**config.mk**
```make
export PLATFORM = sky130hd
export DESIGN_NAME = req_ack_receiver
export DESIGN_NICKNAME = d
export VERILOG_FILES = /design/src/rtl/req_ack_pkg.sv /design/src/rtl/sync_fifo.sv /design/src/rtl/req_ack_receiver.sv
export SDC_FILE = /design/constraint.sdc
export NUM_CORES = 1
export LEC_CHECK = 0
export BUFFER_PORTS_ARGS = -buffer_cell sky130_fd_sc_hd__buf_4
export CAP_MARGIN = 0
export CORE_ASPECT_RATIO = 1.75
export CORE_MARGIN = 1.5
export CORE_UTILIZATION = 55
export DETAILED_ROUTE_END_ITERATION = 12
export PLACE_DENSITY_LB_ADDON = 0.08
export SETUP_SLACK_MARGIN = 0.02
export SLEW_MARGIN = 20
export SYNTH_ARGS = -nofsm -noshare
export SYNTH_HDL_FRONTEND = slang
export SYNTH_SLANG_ARGS = --single-unit
```
**constraint.sdc**
```tcl
create_clock -name clk -period 5.35 [get_ports clk]
set_input_delay 1.07 -clock clk [delete_from_list [all_inputs] [get_ports clk]]
set_output_delay 1.07 -clock clk [all_outputs]
set_load 0.005 [all_outputs]
```
**src/rtl/req_ack_pkg.sv**
```systemverilog
// Shared types for the clocked REQ/ACK receiver: FSM encoding and synchronizer depth.
package req_ack_pkg;

  typedef enum logic [1:0] {IDLE, SETTLE, CAPTURE, ACK} rx_state_t;

  localparam int SYNC_STAGES = 2;

endpackage

```
**src/rtl/sync_fifo.sv**
```systemverilog
// Single-clock first-word-fall-through FIFO; power-of-2 depth, pointers wrap naturally.
module sync_fifo #(
  parameter int DW    = 32,
  parameter int DEPTH = 4,
  localparam int AW   = $clog2(DEPTH),
  localparam int LW   = AW + 1
) (
  input  logic          clk,
  input  logic          rst,
  input  logic          push,
  input  logic [DW-1:0] push_data,
  input  logic          pop,
  output logic          full,
  output logic          empty,
  output logic [LW-1:0] level,
  output logic [DW-1:0] head
);

  logic [DW-1:0] mem [DEPTH];
  logic [AW-1:0] wr_ptr, rd_ptr;
  logic          do_push, do_pop;

  assign full    = (level == LW'(DEPTH));
  assign empty   = (level == '0);
  assign do_push = push && !full;
  assign do_pop  = pop && !empty;
  assign head    = mem[rd_ptr];

  always_ff @(posedge clk) begin
    if (do_push) mem[wr_ptr] <= push_data;
  end

  always_ff @(posedge clk) begin
    if (rst) begin
      wr_ptr <= '0;
      rd_ptr <= '0;
      level  <= '0;
    end else begin
      if (do_push) wr_ptr <= wr_ptr + 1'b1;
      if (do_pop)  rd_ptr <= rd_ptr + 1'b1;
      case ({do_push, do_pop})
        2'b10:   level <= level + 1'b1;
        2'b01:   level <= level - 1'b1;
        default: level <= level;
      endcase
    end
  end

endmodule

```
**src/rtl/req_ack_receiver.sv**
```systemverilog
// Clocked receiver for the 4-phase REQ/ACK handshake: sync REQ, settle, capture into
// a FIFO, acknowledge, and check the words count up 0, 1, 2, ...
module req_ack_receiver #(
  parameter int DW        = 32,
  parameter int DEPTH     = 4,
  parameter int SETTLE    = 2,
  parameter bit SEQ_CHECK = 1'b1,
  localparam int LW       = $clog2(DEPTH) + 1
) (
  input  logic          clk,
  input  logic          rst,
  input  logic          req_in,
  input  logic [DW-1:0] data_in,
  output logic          ack_out,
  output logic          out_valid,
  output logic [DW-1:0] out_data,
  input  logic          out_ready,
  output logic [LW-1:0] fifo_level,
  output logic [31:0]   word_count,
  output logic          seq_err,
  output logic          proto_err
);
  import req_ack_pkg::*;

  localparam int CW = (SETTLE > 1) ? $clog2(SETTLE) : 1;

  logic [SYNC_STAGES-1:0] sync_q;
  logic                   req_s;
  rx_state_t              state, state_nxt;
  logic [CW-1:0]          cnt, cnt_nxt;
  logic                   push, proto_set, full, empty;
  logic [DW-1:0]          expected;

  always_ff @(posedge clk) begin
    if (rst) sync_q <= '0;
    else     sync_q <= {sync_q[SYNC_STAGES-2:0], req_in};
  end
  assign req_s = sync_q[SYNC_STAGES-1];

  always_comb begin
    state_nxt = state;
    cnt_nxt   = cnt;
    push      = 1'b0;
    proto_set = 1'b0;
    case (state)
      IDLE:
        // registered level: a same-cycle pop does not unblock a full FIFO
        if (req_s && !full) begin
          state_nxt = req_ack_pkg::SETTLE;
          cnt_nxt   = CW'(SETTLE - 1);
        end
      req_ack_pkg::SETTLE:
        if (!req_s) begin
          proto_set = 1'b1;
          state_nxt = IDLE;
        end else if (cnt == '0) begin
          state_nxt = CAPTURE;
        end else begin
          cnt_nxt = cnt - 1'b1;
        end
      CAPTURE: begin
        push      = 1'b1;
        state_nxt = ACK;
      end
      ACK:
        if (!req_s) state_nxt = IDLE;
      default: state_nxt = IDLE;
    endcase
  end

  always_ff @(posedge clk) begin
    if (rst) begin
      state      <= IDLE;
      cnt        <= '0;
      ack_out    <= 1'b0;
      word_count <= '0;
      expected   <= '0;
      seq_err    <= 1'b0;
      proto_err  <= 1'b0;
    end else begin
      state   <= state_nxt;
      cnt     <= cnt_nxt;
      // ACK is raised as CAPTURE is entered and held until REQ is seen low
      ack_out <= (state_nxt == CAPTURE) || (state_nxt == ACK);
      if (proto_set) proto_err <= 1'b1;
      if (push) begin
        word_count <= word_count + 1'b1;
        expected   <= data_in + 1'b1;
        if (SEQ_CHECK && (data_in != expected)) seq_err <= 1'b1;
      end
    end
  end

  sync_fifo #(.DW(DW), .DEPTH(DEPTH)) u_fifo (
    .clk       (clk),
    .rst       (rst),
    .push      (push),
    .push_data (data_in),
    .pop       (out_ready),
    .full      (full),
    .empty     (empty),
    .level     (fifo_level),
    .head      (out_data)
  );

  assign out_valid = !empty;

endmodule

```
==> results of run 1 <==
==> final cells by class <==
type / count / area share
clock inverters: 8 / 0.00616
well taps: 189 / 0.0228
flip-flops and latches: 208 / 0.526
inverters: 25 / 0.00906
multi-input cells: 398 / 0.304
repair buffers: 113 / 0.0819
clock buffers: 25 / 0.0500
==> metal layers <==
| metal | up-vias | global-route usage | part of all wire |
|---|---|---|---|
| met5 | - | 0 | 0 |
| met4 | 0 | 0.0888 | 0.034 |
| met3 | 41 | 0.0312 | 0.036 |
| met2 | 117 | 0.444 | 0.57 |
| met1 | 2717 | 0.247 | 0.36 |
| li1 | 2659 | - | - |
==> Yosys cell counts, drive strengths merged, types with 3 or more instances <==
cell type,number
edfxtp,128
dfxtp,80
nor2,66
xor2,46
xnor2,37
mux4,32
a211oi,27
inv,25
clkbuf,24
nand2,24
nand3,18
a21oi,17
nand4,16
nor3,16
nor4,16
o21ai,15
and3,14
or3,13
buf,9
ha,7
and4,5
a31o,4
and2,4
mux2i,3
nor2b,3
==> logic make-up after synthesis <==
group / count (synthesis) / share of synthesized area
flops: 208 / 0.618
simple gates: 202 / 0.124
xor+xnor: 83 / 0.0825
compound gates: 70 / 0.0532
buf+inv: 58 / 0.0253
mux: 35 / 0.0852
fa+ha+maj: 8 / 0.0122
==> layout by cell type (no fill, tap or decap), types with 3 or more instances in the layout <==
cell type / n
a211oi_1: 24
a211oi_2: 3
a21oi_1: 17
a31o_1: 4
and2_1: 4
and3_1: 14
and4_1: 5
buf_4: 113
clkbuf_1: 4
clkbuf_16: 19
clkinv_1: 3
clkinv_2: 3
dfxtp_1: 79
edfxtp_1: 128
ha_1: 7
inv_1: 23
mux2i_1: 3
mux4_2: 32
nand2_1: 24
nand3_1: 18
nand4_1: 14
nor2_1: 66
nor3_1: 13
nor3_2: 3
nor4_1: 11
nor4_2: 4
o21ai_1: 14
or3_1: 13
xnor2_1: 37
xor2_1: 46
==> through the flow <==
step	instance area, um2	utilization	worst slack, ps	hold slack [ps]
after floorplan	8810	-	2660	414
after global placement	9780	0.619	2470	425
after detailed placement	9780	0.619	2430	450
after CTS	10400	0.656	2060	459
after global routing	10400	0.656	1990	482
final	10400	0.656	2120	455
==> worst min path at each step <==
stage / startpoint / end
floorplan: sync_q[0] / sync_q[1]
global placement: sync_q[0] / sync_q[1]
detailed placement: sync_q[0] / sync_q[1]
CTS: sync_q[0] / sync_q[1]
global route: expected[31] / expected[31]
finish: sync_q[0] / sync_q[1]
==> power by group through the flow <==
stage	clock [mW]	combinational (mW)	sequential, mW
floorplan	0	0.259	1.80
global placement	0	0.441	1.80
detailed placement	0	0.447	1.80
CTS	1.32	0.449	1.77
global route	1.38	0.482	1.77
finish	1.29	0.440	1.77
==> sequential cells by signal (all words and copies together), names as in the netlist, 2 cells and up, named ones only <==
register	flops
u_fifo.mem	128
expected	32
word_count	32
u_fifo.level	3
sync_q	2
u_fifo.rd_ptr	2
u_fifo.wr_ptr	2
==> critical path: stages (launching register included) <==
cell and delay (ps):
dfxtp_2 340, buf_4 530, mux4_2 640, buf_4 160
==> impl_metrics.csv, run 1 <==
group,metric,value,unit
power,seq_power_share,0.505,
global_routing,antenna_found_initial,0,
timing,min_period,3230,ps
cts,cts_resized,0,
power,p_per_area,338,nW/um2
worst_setup_path,rr_worst_depth,6,
logic_synthesis,synth_top_cell_area_share,0.436,
route,first_iter_violations,281,
cts,clk_path_buf_depth,3,
logic_synthesis,syn_nets,708,
worst_hold_path,hp-class,"flip-flop to flip-flop",
timing,slew_headroom,0.427,
placed_design,gp_congestion,0.833,
timing,tns,0,ps
worst_setup_path,r2r_start,"ack_out",
route,num_vias,5534,
timing,setup_violations,0,
worst_setup_path,crit_fanout,31,
timing,fmax,310,MHz
floorplanning,num_io_pins,107,
route,drt-total-wl,18.6,mm
finish,layout.nets,809,
cts,root_buffer,"clkbuf_16",
logic_synthesis,avgSynthCellArea,13.3,um2
run,drv_cap,0,
cts,worstSkewPairLatency,490,ps
route,drc,3,
timing,rsz0062_at_grt,"false",
placed_design,dpl.cell_count,933,
run_status,violations,"design-rule violations",
power,fin_total_pwr,3.50,mW
finish,seqCellArea,5450,um2
logic_synthesis,ys_warn_count,0,
floorplanning,initial_core_util,0.558,
power,internal_power,2.70,mW
cts,clock-sinks,208,
placed_design,dpl.hpwl,12.4,mm
route,avgViaCountPerCell,5.73,
worst_setup_path,crit_end,"out_data[0]",
route,postRouteAntennaNets,0,
cts,cts_tree,"yes",
power,comb_power_share,0.126,
timing,finalCritPeriodShare,0.603,
floorplanning,rows,61,
worst_setup_path,r2r_slack,2690,ps
cts,cts_setup_buffers,0,
route,wire_per_inst,19.3,um
logic_synthesis,synth-seq-cells,208,
logic_synthesis,yosys.area.top_type,"edfxtp_1",
power,leakage,3.59,nW
power,switching_share,0.229,
logic_synthesis,synth_edf_count,128,
worst_hold_path,min_path_cells,1,
route,dr.pass1.iters,11,
cts,cts-hold-fix-buffers,0,
power,peakVddDrop,0.214,mV
finish,layout.cells.non_filler,966,
logic_synthesis,yosysUniqueCellTypes,45,
finish,drive_above_1_share,0.242,
worst_setup_path,path_class,"flip-flop to primary output",
logic_synthesis,synth.cell_area,8810,um2
global_routing,grt_pass1_wl,29.8,mm
cts,cts_max_level,1,
finish,multi_input_area,3150,um2
placed_design,io_buffers,106,
logic_synthesis,synth_area_leaders,"edfxtp_1, dfxtp_1, mux4_2",
global_routing,grt_max_degree,80,
logic_synthesis,syn_inst,664,
finish,diodes,0,
cts,cts_inserted_buffers,19,
global_routing,overflow,0,
timing,maxSlewViolCount,0,
worst_setup_path,required,4280,ps
timing,skew,17.6,ps
power,power_switching,0.803,mW
floorplanning,die_y,170,um
logic_synthesis,ys_seq_area_frac,0.618,
global_routing,grt.total_usage,0.228,
logic_synthesis,synthArstFlopShare,0,
finish,synthToLayoutAreaGrowth,17.5,%
power,p_clk_frac,0.369,
timing,tightest_slew,859,ps
logic_synthesis,synthFlopType,"edfxtp_1",
floorplanning,core-area,15800,um2
floorplanning,die_w,98.7,um
finish,fillCellCount,1171,
worst_setup_path,start_kind,"flip-flop",
worst_setup_path,r2r-end,"word_count[30]",
run_status,status,"finished, violations left",
cts,clk_pin_slew,70,ps
global_routing,grt_pass1_vias,5692,
worst_setup_path,arrival,2160,ps
floorplanning,design.die.area,16800,um2
worst_setup_path,cp-end-kind,"primary output",
timing,hold_viol_final,0,
Power figures use the tool's default switching activity.
==> run 2, diff against run 1 <==
Clock period 5.35 ns to 3.1 ns, I/O delays scaled along.
==> impl_metrics.csv, run 2 (synthesis gave the netlist of run 1 again) <==
group,metric,value,unit
power,p_per_area,583,nW/um2
timing,maxSlewViolCount,0,
timing,tns,0,ps
route,postRouteAntennaNets,0,
worst_setup_path,arrival,2100,ps
floorplanning,design.die.area,16800,um2
placed_design,place_area,9800,um2
worst_setup_path,cp-end-kind,"primary output",
timing,fmax,367,MHz
cts,cts_tree,"yes",
cts,clock-sinks,208,
route,wire_per_inst,18.6,um
finish,layout.cells.non_filler,966,
floorplanning,core-area,15800,um2
timing,setup_violations,0,
worst_setup_path,crit_fanout,21,
finish,diodes,0,
timing,whs,352,ps
global_routing,grt_max_degree,67,
placed_design,dpl.hpwl,11.9,mm
placed_design,place_ws,639,ps
timing,tightest_slew,685,ps
placed_design,gp_congestion,0.800,
finish,drive_above_1_share,0.242,
worst_setup_path,r2r_start,"state[0]",
cts,cts_setup_buffers,0,
placed_design,io_buffers,106,
floorplanning,num_io_pins,107,
timing,skew,6.73,ps
floorplanning,initial_core_util,0.558,
floorplanning,rows,61,
cts,clk_path_buf_depth,3,
global_routing,overflow,0,
cts,worstSkewPairLatency,480,ps
route,dr.pass1.iters,10,
global_routing,grt_pass1_wl,28.7,mm
finish,reg.largest.list,"u_fifo.mem x128, expected x32, word_count x32",
cts,cts_resized,0,
placed_design,dpl.cell_count,934,
run_status,violations,"design-rule violations",
timing,setup_ws,377,ps
finish,largest_reg_flops,128,
route,drt-total-wl,18.0,mm
worst_setup_path,start_kind,"flip-flop",
power,peakVddDrop,0.431,mV
finish,finalCoreUtilization,0.657,
floorplanning,die_y,170,um
timing,hold_viol_final,0,
worst_hold_path,hp-class,"input port to flip-flop",
run_status,status,"finished, violations left",
power,leakage,3.59,nW
cts,cts-hold-fix-buffers,0,
finish,final_area,10400,um2
worst_setup_path,crit_end,"out_data[0]",
cts,cts_inserted_buffers,18,
worst_setup_path,r2r-end,"u_fifo.level[2]",
worst_setup_path,r2r_slack,690,ps
cts,root_buffer,"clkbuf_16",
worst_setup_path,path_class,"flip-flop to primary output",
route,first_iter_violations,200,
worst_setup_path,rr_worst_depth,9,
finish,layout.nets,809,
cts,clk_pin_slew,60,ps
global_routing,grt.total_usage,0.218,
route,num_vias,5537,
finish,final_cell_mix,"edfxtp_1, buf_4, dfxtp_1, nor2_1, xor2_1",
power,fin_total_pwr,6.06,mW
floorplanning,die_w,98.7,um
timing,rsz0062_at_grt,"false",
timing,min_period,2720,ps
route,avgViaCountPerCell,5.73,
global_routing,antenna_found_initial,0,
finish,top_register,"u_fifo.mem",
finish,layout_commonest_cell,"edfxtp_1",
timing,slew_headroom,0.543,
timing,finalCritPeriodShare,0.878,
route,drc,3,
global_routing,grt_pass1_vias,5791,
worst_setup_path,required,2480,ps
run,drv_cap,0,
finish,synthToLayoutAreaGrowth,17.8,%
cts,cts_max_level,1,
run 2: per-layer routing:
| metal | vias up | global-route usage | part of all wire |
|---|---|---|---|
| li1 | 2649 | - | - |
| met1 | 2744 | 0.242 | 0.37 |
| met3 | 24 | 0.0296 | 0.038 |
| met4 | 0 | 0.0689 | 0.020 |
| met2 | 120 | 0.423 | 0.57 |
| met5 | - | 0 | 0 |
run 2: where the power goes:
group | switching, mW | total (mW) | internal [mW]
Combinational | 0.346 | 0.745 | 0.399
Clock | 0.948 | 2.24 | 1.29
Sequential | 0.0684 | 3.07 | 3.00
run 2: final cells by class:
type	instances	area (um2)
multi-input combinational	398	3150
timing repair buffer	114	868
clock buffer	23	490
sequential	208	5450
fill	1192	5420
tap	189	236
inverter	25	93.8
clock inverter	9	96.3
run 2: worst min-delay path by stage:
stage | from | end | slack, ps | cells past startpoint
6_report | req_in | sync_q[0] | 350 | 2
3_5_place_dp | sync_q[0] | sync_q[1] | 450 | 1
3_3_place_gp | sync_q[0] | sync_q[1] | 420 | 1
4_1_cts | req_in | sync_q[0] | 340 | 2
2_1_floorplan | sync_q[0] | sync_q[1] | 410 | 1
5_1_grt | req_in | sync_q[0] | 360 | 2
run 2: worst max-delay path: stages (launching register included):
cell and delay (ps):
dfxtp_2 610, buf_12 280, mux4_2 570, buf_4 160
==> run 3, diff against run 2 <==
Settings changed: MAX_ROUTING_LAYER set to met4, SYNTH_HIERARCHICAL set to 1.
==> impl_metrics.csv, run 3 <==
group,metric,value,unit
cts,clock-sinks,209,
finish,layout_commonest_cell,"edfxtp_1",
power,peakVddDrop,0.516,mV
floorplanning,num_io_pins,107,
floorplanning,die_w,99.3,um
worst_setup_path,crit_fanout,32,
route,first_iter_violations,317,
finish,synthToLayoutAreaGrowth,17.7,%
logic_synthesis,ys_seq_area_frac,0.612,
worst_hold_path,min_path_cells,2,
finish,layout.nets,809,
cts,clk_path_buf_depth,3,
placed_design,dpl.hpwl,12.0,mm
floorplanning,initial_core_util,0.562,
floorplanning,die_y,172,um
floorplanning,rows,61,
route,postRouteAntennaNets,0,
logic_synthesis,ys_warn_count,6,
cts,cts_setup_buffers,0,
global_routing,grt_util_met1,0.241,
run_status,status,"complete, no violations",
cts,cts-hold-fix-buffers,0,
worst_setup_path,r2r_start,"state[0]",
logic_synthesis,syn_nets,703,
logic_synthesis,avgSynthCellArea,13.5,um2
cts,cts_inserted_buffers,19,
worst_setup_path,worstPathCellList,"buf_12 > mux4_2 > buf_4",
global_routing,grt_pass1_vias,5707,
worst_hold_path,holdPathEnd,"sync_q[0]",
timing,tightest_slew,855,ps
cts,cts_resized,0,
worst_setup_path,rr_worst_depth,11,
logic_synthesis,synthFlopType,"edfxtp_1",
timing,maxSlewViolCount,0,
power,leakage,3.64,nW
timing,skew,22.2,ps
logic_synthesis,synth.cell_area,8930,um2
logic_synthesis,syn_inst,659,
logic_synthesis,synthArstFlopShare,0,
logic_synthesis,yosys-top-cells-count,"edfxtp_1, dfxtp_1, nor2_1",
logic_synthesis,synth_area_leaders,"edfxtp_1, dfxtp_1, mux4_2",
logic_synthesis,synth_most_common_cell,"edfxtp_1",
logic_synthesis,yosys.area.top_type,"edfxtp_1",
worst_setup_path,cpMaxStageDelayCell,"mux4_2",
cts,clk_pin_slew,60,ps
placed_design,place_ws,751,ps
global_routing,overflow,0,
worst_hold_path,hp-class,"input port to flip-flop",
worst_setup_path,arrival,1890,ps
worst_setup_path,start_kind,"flip-flop",
worst_setup_path,cp-end-kind,"primary output",
placed_design,io_buffers,106,
route,drt-total-wl,18.4,mm
timing,setup_violations,0,
finish,drive_above_1_share,0.251,
power,fin_total_pwr,6.39,mW
route,num_vias,5574,
cts,root_buffer,"clkbuf_16",
timing,hold_viol_final,0,
logic_synthesis,synth_top_cell_area_share,0.431,
placed_design,gp_congestion,0.808,
route,wire_per_inst,19.0,um
timing,rsz0062_at_grt,"false",
timing,slew_headroom,0.430,
timing,tns,0,ps
route,avgViaCountPerCell,5.76,
worst_setup_path,r2r-end,"u_fifo/level[2]",
worst_setup_path,path_class,"flip-flop to primary output",
logic_synthesis,synth_edf_count,128,
global_routing,grt_pass1_wl,29.3,mm
logic_synthesis,yosysUniqueCellTypes,45,
global_routing,grt.total_usage,0.227,
floorplanning,core-area,15900,um2
timing,min_period,2510,ps
power,p_per_area,609,nW/um2
finish,final_cell_mix,"edfxtp_1, buf_4, dfxtp_1, nor2_1, xor2_1",
cts,cts_tree,"yes",
global_routing,antenna_found_initial,0,
global_routing,grt_max_degree,84,
logic_synthesis,synth-seq-cells,209,
finish,top_register,"u_fifo/mem",
global_routing,use_met3,0.0268,
finish,largest_reg_flops,128,
worst_setup_path,required,2480,ps
worst_setup_path,critPathMaxStageDelay,600,ps
finish,reg.largest.list,"u_fifo/mem x128, expected x32, word_count x32",
timing,finalCritPeriodShare,0.810,
finish,diodes,0,
timing,setup_ws,589,ps
worst_hold_path,hold_start,"req_in",
floorplanning,design.die.area,17000,um2
timing,fmax,398,MHz
global_routing,use_met2,0.427,
route,drc,0,
worst_setup_path,r2r_slack,760,ps
global_routing,gr-max-usage-layer,"met2",
cts,worstSkewPairLatency,490,ps
run,drv_cap,0,
route,dr.pass1.iters,4,
cts,cts_max_level,1,
[run 3: cell types whose count changed in the layout (fill, tap and decap cells not counted), moves of 4 or more]
cell	previous run	this run
nor3_1	13	5
a31o_1	4	0
o21ai_0	1	11
a211oi_1	24	29
o21ai_1	14	0
nand4_1	14	19
xor2_1	46	64
xnor2_1	37	24
nor3_2	3	13
[run 3: critical path: cells and delay by family (launching register included)]
family                 cells  cell delay (ps)
multiplexers               1              600
buffers and inverters      2              420
flip-flops                 1              340
[run 3: worst max-delay path by stage]
| stage | start | endpoint | slack, ps | cells past startpoint |
|---|---|---|---|---|
| 2_1_floorplan | state[0] | u_fifo/mem[0][0] | 350 | 7 |
| 3_3_place_gp | state[0] | u_fifo/level[2] | 820 | 11 |
| 3_5_place_dp | state[0] | u_fifo/level[2] | 750 | 11 |
| 4_1_cts | flip-flop | out_data[31] | 580 | 3 |
| 5_1_grt | state[0] | u_fifo/level[2] | 530 | 11 |
| 6_report | flip-flop | out_data[15] | 590 | 3 |
[run 3: layer usage]
layer / vias to the layer above / wire, um
met2: 125 / 10400
li1: 2646 / -
met4: 0 / 582
met3: 42 / 669
met1: 2761 / 6720
met5: - / 0
[run 3: per-stage QoR]
stage	hold WS (ps)	std cells	cell area (um2)	utilization
5_1_grt	373	967	10500	0.662
4_1_cts	323	967	10500	0.662
3_3_place_gp	417	933	9840	0.620
3_5_place_dp	422	933	9840	0.620
6_report	338	967	10500	0.662
2_1_floorplan	414	659	8930	-
[run 3: logic make-up (layout without fill, tap and decap cells)]
group / after synthesis / after routing / synth area share
xor+xnor: 88 / 88 / 0.0863
fa+ha+maj: 8 / 8 / 0.0121
mux: 33 / 33 / 0.0827
flops: 209 / 209 / 0.612
simple gates: 208 / 208 / 0.130
buf+inv: 50 / 169 / 0.0306
compound gates: 63 / 63 / 0.0457
[run 3: layout make-up]
type                            count  area, um2
Multi-Input combinational cell    400       3190
Timing Repair Buffer              114        868
Tap cell                          189        236
Clock buffer                       21        483
Fill cell                        1222       5370
Inverter                           21       78.8
Clock inverter                     13        188
Sequential cell                   209       5470
[run 3: power by group]
part | total [mW] | switching, mW | internal (mW)
registers | 3.08 | 0.0554 | 3.02
logic | 0.781 | 0.375 | 0.406
clock network | 2.53 | 0.993 | 1.54
total | 6.39 | 1.42 | 4.97
